--- config.mk ---
export PLATFORM = sky130hd
export DESIGN_NAME = wb_stage_buffered
export DESIGN_NICKNAME = d
export VERILOG_FILES = /design/src/rtl/wb_stage_buffered.sv
export SDC_FILE = /design/constraint.sdc
export NUM_CORES = 1
export LEC_CHECK = 0
export BUFFER_PORTS_ARGS = -buffer_cell sky130_fd_sc_hd__buf_2
export CORE_ASPECT_RATIO = 1.4
export CORE_MARGIN = 5
export CORE_UTILIZATION = 42
export DETAILED_ROUTE_END_ITERATION = 16
export PLACE_DENSITY = 0.75
export SYNTH_ARGS = -nofsm -noshare
export SYNTH_HDL_FRONTEND = slang
export SYNTH_SLANG_ARGS = --single-unit
--- constraint.sdc ---
create_clock -name clk -period 2.1 [get_ports clk]
set_input_delay 0.315 -clock clk [delete_from_list [all_inputs] [get_ports clk]]
set_output_delay 0.315 -clock clk [all_outputs]
set_load 0.02 [all_outputs]
--- src/rtl/wb_stage_buffered.sv ---
// Registered RV32IM/RV64IM writeback stage: MEM/WB register, load extraction and a one-entry divide buffer.
// Optional retire counter (output instret) is built when WB_RETIRE_CNT_EN is defined.
module wb_stage_buffered #(
    parameter int XLEN    = 32,
    parameter int RADDR_W = 5,
    parameter int OFF_W   = $clog2(XLEN / 8)
) (
    input  logic               clk,
    input  logic               rst,
    input  logic               mem_valid,
    input  logic               flush,
    input  logic               reg_write,
    input  logic [RADDR_W-1:0] rd,
    input  logic [1:0]         res_sel,
    input  logic [XLEN-1:0]    alu_out,
    input  logic [XLEN-1:0]    pc_plus4,
    input  logic [XLEN-1:0]    immediate,
    input  logic [XLEN-1:0]    mem_rdata,
    input  logic [OFF_W-1:0]   byte_off,
    input  logic [2:0]         ld_funct3,
    input  logic               div_valid,
    input  logic [RADDR_W-1:0] div_rd,
    input  logic [XLEN-1:0]    div_result,
    output logic               div_ready,
    output logic               div_pending,
    output logic [RADDR_W-1:0] div_pending_rd,
`ifdef WB_RETIRE_CNT_EN
    output logic [63:0]        instret,
`endif
    output logic               rf_we,
    output logic [RADDR_W-1:0] rf_waddr,
    output logic [XLEN-1:0]    rf_wdata
);

    logic               pipe_w;
    logic               div_keep;
    logic [XLEN-1:0]    byte_sh, half_sh, word_sh;
    logic [7:0]         lane_b;
    logic [15:0]        lane_h;
    logic [31:0]        lane_w;
    logic [XLEN-1:0]    load_val;
    logic [XLEN-1:0]    pipe_data;

    logic               rf_we_d, rf_we_q;
    logic [RADDR_W-1:0] rf_waddr_d, rf_waddr_q;
    logic [XLEN-1:0]    rf_wdata_d, rf_wdata_q;
    logic               buf_valid_d, buf_valid_q;
    logic [RADDR_W-1:0] buf_rd_d, buf_rd_q;
    logic [XLEN-1:0]    buf_data_d, buf_data_q;

    assign pipe_w    = mem_valid & ~flush & reg_write & (rd != {RADDR_W{1'b0}});
    // A divide result for x0 is still handshaken but never occupies a slot or the buffer.
    assign div_keep  = div_valid & (div_rd != {RADDR_W{1'b0}});
    assign div_ready = ~buf_valid_q | ~pipe_w;

    // Lane selection: halfword ignores offset bit 0, word ignores offset bits [1:0].
    always_comb begin
        byte_sh = mem_rdata >> {byte_off, 3'b000};
        half_sh = mem_rdata >> {(byte_off & ~OFF_W'(1'b1)), 3'b000};
        word_sh = mem_rdata >> {(byte_off & ~OFF_W'(2'b11)), 3'b000};
        lane_b  = byte_sh[7:0];
        lane_h  = half_sh[15:0];
        lane_w  = word_sh[31:0];
    end

    // Load extension by funct3; unknown codes fall back to LW behaviour.
    always_comb begin
        case (ld_funct3)
            3'b000:  load_val = XLEN'($signed(lane_b));
            3'b100:  load_val = XLEN'(lane_b);
            3'b001:  load_val = XLEN'($signed(lane_h));
            3'b101:  load_val = XLEN'(lane_h);
            3'b010:  load_val = XLEN'($signed(lane_w));
            3'b110:  load_val = (XLEN == 64) ? XLEN'(lane_w) : XLEN'($signed(lane_w));
            3'b011:  load_val = (XLEN == 64) ? mem_rdata : XLEN'($signed(lane_w));
            default: load_val = XLEN'($signed(lane_w));
        endcase
    end

    // Result select for the pipeline instruction.
    always_comb begin
        case (res_sel)
            2'b00:   pipe_data = alu_out;
            2'b01:   pipe_data = load_val;
            2'b10:   pipe_data = pc_plus4;
            2'b11:   pipe_data = immediate;
            default: pipe_data = alu_out;
        endcase
    end

    // Slot arbitration: pipeline first, then buffered divide, then direct divide bypass.
    always_comb begin
        rf_we_d     = 1'b0;
        rf_waddr_d  = rf_waddr_q;
        rf_wdata_d  = rf_wdata_q;
        buf_valid_d = buf_valid_q;
        buf_rd_d    = buf_rd_q;
        buf_data_d  = buf_data_q;
        if (pipe_w) begin
            rf_we_d    = 1'b1;
            rf_waddr_d = rd;
            rf_wdata_d = pipe_data;
            if (!buf_valid_q && div_keep) begin
                buf_valid_d = 1'b1;
                buf_rd_d    = div_rd;
                buf_data_d  = div_result;
            end else begin
                buf_valid_d = buf_valid_q;
            end
        end else if (buf_valid_q) begin
            rf_we_d     = 1'b1;
            rf_waddr_d  = buf_rd_q;
            rf_wdata_d  = buf_data_q;
            buf_valid_d = div_keep;
            if (div_keep) begin
                buf_rd_d   = div_rd;
                buf_data_d = div_result;
            end else begin
                buf_rd_d   = buf_rd_q;
            end
        end else if (div_keep) begin
            rf_we_d    = 1'b1;
            rf_waddr_d = div_rd;
            rf_wdata_d = div_result;
        end else begin
            rf_we_d    = 1'b0;
        end
    end

    // Writeback register and divide buffer state.
    always_ff @(posedge clk) begin
        if (rst) begin
            rf_we_q     <= 1'b0;
            rf_waddr_q  <= {RADDR_W{1'b0}};
            rf_wdata_q  <= {XLEN{1'b0}};
            buf_valid_q <= 1'b0;
            buf_rd_q    <= {RADDR_W{1'b0}};
            buf_data_q  <= {XLEN{1'b0}};
        end else begin
            rf_we_q     <= rf_we_d;
            rf_waddr_q  <= rf_waddr_d;
            rf_wdata_q  <= rf_wdata_d;
            buf_valid_q <= buf_valid_d;
            buf_rd_q    <= buf_rd_d;
            buf_data_q  <= buf_data_d;
        end
    end

    assign rf_we          = rf_we_q;
    assign rf_waddr       = rf_waddr_q;
    assign rf_wdata       = rf_wdata_q;
    assign div_pending    = buf_valid_q;
    assign div_pending_rd = buf_rd_q;

`ifdef WB_RETIRE_CNT_EN
    logic [63:0] instret_d, instret_q;

    // Retire count covers every unflushed valid instruction, writing rd or not.
    always_comb begin
        if (mem_valid && !flush) begin
            instret_d = instret_q + 64'd1;
        end else begin
            instret_d = instret_q;
        end
    end

    // Retire counter register.
    always_ff @(posedge clk) begin
        if (rst) begin
            instret_q <= 64'd0;
        end else begin
            instret_q <= instret_d;
        end
    end

    assign instret = instret_q;
`endif

endmodule

==> flow_metrics.py <==
metrics = {
    "global_routing": {
        "antenna_found_initial": 3,
        "gr-usage-met3": 0.04870,
        "grt_use_met1": 0.3170,
        "grt_max_degree": 38,
        "track_usage": 0.2657,
        "grt_pass1_wl_um": 31600,
        "grt_overflow": 0,
        "top_usage_layer": "met2",
        "global_route.usage.met2": 0.4550,
        "first_global_vias": 5971,
    },
    "sta": {
        "fin_skew_ns": 0.008033,
        "period_needed_ns": 2.013,
        "finalCritPeriodShare": 0.9584,
        "finalSetupViolations": 0,
        "worstMarginPinSlew_ns": 0.6117,
        "hold_viol": 0,
        "fin_setup_tns_ns": 0,
        "max_freq_mhz": 496.8,
        "rsz0062_at_grt": "false",
        "slew_viol_final": 0,
        "slew_headroom": 0.5816,
    },
    "route": {
        "drt_iter0_markers": 341,
        "first_pass_iters": 5,
        "drc": 0,
        "drt-wirelength-per-cell_um": 18.86,
        "antenna_left": 0,
        "finalWirelength_um": 20440,
        "vias": 6206,
        "avgViaCountPerCell": 5.725,
    },
    "critical_path": {
        "critical_path_class": "input pin to output port",
        "crit_top_cell": "buf_2",
        "cp_max_fo": 7,
        "startpoint_type": "input pin",
        "max_stage_delay_ns": 0.58,
        "cp_data_arrival_time_ns": 1.70,
        "required_ns": 1.78,
        "crit_slowest_cell": "or4_1",
        "cp-end-kind": "output port",
        "cp_cell_sequence": "buf_2, or4_1, o21a_4, buf_4, nand2_1, buf_2",
    },
    "cts": {
        "clock_sinks": 76,
        "cts_buffers": 9,
        "insertion_delay_ns": 0.34,
        "root_buffer": "clkbuf_16",
        "cts-resized-gates": 0,
        "cts_buffer_depth": 2,
        "cts_tree": "done",
        "htree_levels": 3,
        "cts_setup_buffers": 0,
        "hold_buffers": 0,
        "path_clk_slew_ns": 0.07,
    },
    "layout": {
        "nets": 1110,
        "final_layout_size_suffix_gt1_frac": 0.3530,
        "stdcell_area_um2": 7058,
        "area_growth_pct": 35.54,
    },
    "power_and_ir_drop": {
        "leakagePower_nw": 3.097,
        "irDropWorstVdd_v": 0.0003271,
        "power_w": 0.004220,
        "pwr_density_cell_nw_per_um2": 597.9,
    },
    "yosys": {
        "syn_area_um2": 5207,
        "synth_cell_types": 48,
        "postSynthAreaPerCell_um2": 7.471,
        "synthTopCellsByArea": "dfxtp_1, mux2i_1, nand2_1",
        "synth_top_cell_by_area": "dfxtp_1",
        "synth_top_cell_area_share": 0.2922,
        "synth_top_cells_by_count": "nand2_1, nor2_1, dfxtp_1, mux2i_1, clkbuf_1",
        "synth_ff_type": "dfxtp_1",
        "syn-num-nets": 880,
        "async_flop_share": 0,
        "synth_edf_count": 0,
        "yosysMostFrequentCell": "nand2_1",
        "ys_warn_count": 0,
        "seq_area_frac_synth": 0.2922,
        "synthCells": 697,
        "yosys_register_bits": 76,
    },
    "floorplan": {
        "ios": 228,
        "die_y_um": 141.8,
        "start_util": 0.4250,
        "die_area_um2": 14760,
        "rows": 48,
        "core_area_um2": 12250,
        "die_x_um": 104.1,
    },
    "placement": {
        "hpwl_um": 16430,
        "place_area_um2": 6764,
        "gp_congestion": 0.9481,
        "io_buffers": 227,
    },
    "worst_hold_path": {
        "hp-class": "input pin to flop",
    },
    "outcome": {
        "status": "finished clean",
    },
    "run": {
        "max-cap-violations": 0,
    },
}
-- sequential cells by signal, summed over array words and instances (netlist names) --
signal / cells
div_pending: 1
rf_wdata: 32
rf_waddr: 5
div_pending_rd: 5
buf_data_q: 32
rf_we: 1
-- through the flow --
step / setup WS [ns] / cells / util / hold slack, ns
floorplan: 0.06782 / 697 / - / 0.4312
global placement: -0.09427 / 1066 / 0.5521 / 0.4389
detailed placement: -0.08016 / 1066 / 0.5521 / 0.4439
CTS: 0.05095 / 1082 / 0.5752 / 0.2216
global route: 0.03512 / 1084 / 0.5761 / 0.2465
finish: 0.08730 / 1084 / 0.5761 / 0.2343
-- final cells by class --
type                       instances  area [µm²]
clock inverter                     7       57.56
clock buffer                       9       225.2
fill                            1225        5194
multi-input combinational        531        3309
antenna                            2       5.005
timing repair buffer             282        1649
sequential                        76        1523
tap                              150       187.7
inverter                          27       101.3
-- placed cells by master, fill, tap and decap left out, types with 2 or more instances in the layout --
| cell | instances |
|---|---|
| nor2_1 | 102 |
| o221ai_1 | 39 |
| nand2b_1 | 21 |
| buf_2 | 227 |
| a21oi_1 | 20 |
| clkbuf_16 | 9 |
| a211oi_1 | 3 |
| or2_2 | 3 |
| nand2_1 | 116 |
| and3b_1 | 2 |
| buf_4 | 47 |
| a2bb2oi_1 | 7 |
| mux2_2 | 5 |
| diode_2 | 2 |
| o21ai_0 | 42 |
| nor3_1 | 13 |
| a221oi_2 | 12 |
| o211ai_1 | 7 |
| a2111oi_0 | 7 |
| or3_1 | 3 |
| o22ai_1 | 19 |
| a221oi_1 | 12 |
| mux2i_1 | 55 |
| a311oi_1 | 16 |
| inv_1 | 25 |
| buf_12 | 8 |
| nor2b_1 | 8 |
| clkinvlp_4 | 2 |
| inv_6 | 3 |
| dfxtp_1 | 75 |
-- worst max-delay path: cells and delay by family --
family	cells	cell delay, ns
AOI/OAI and AO/OA	1	0.27
buffers and inverters	3	0.45
and+or+nand+nor	2	0.67
-- per-layer routing --
layer	part of all wire	routed length, µm	vias to the layer above
met1	0.38	7728	2841
met3	0.077	1567	58
met5	0.00064	13	-
met4	0.046	941	2
met2	0.50	10190	313
li1	-	-	2992
-- worst paths after layout --
path	start	end	slack [ns]	depth (start not counted)
worst max register to register	div_pending$_SDFFE_PP0P_	rf_wdata[18]$_SDFFE_PP0P_	0.42	5
worst min register to register	rf_waddr[0]$_SDFFE_PP0P_	rf_waddr[0]$_SDFFE_PP0P_	0.45	2
worst max-delay path	rd[1]	div_ready	0.09	6
worst min-delay path	div_result[1]	buf_data_q[1]$_SDFFE_PP0P_	0.23	3
-- where the power goes --
part / switching (W) / total, W / internal (W)
Sequential: 0.0000546 / 0.00159 / 0.00153
Combinational: 0.000656 / 0.00115 / 0.000494
Clock: 0.000664 / 0.00148 / 0.000819
-- kinds of logic after synthesis --
family	after synthesis	synth area share
DFF	76	0.2922
xor gates and xnor gates	1	0.003124
and+or+nand+nor	275	0.2254
muxes	61	0.1209
buffers and inverters	90	0.07544
AOI/OAI and AO/OA	194	0.2830
(Power assumes the default switching activity.)
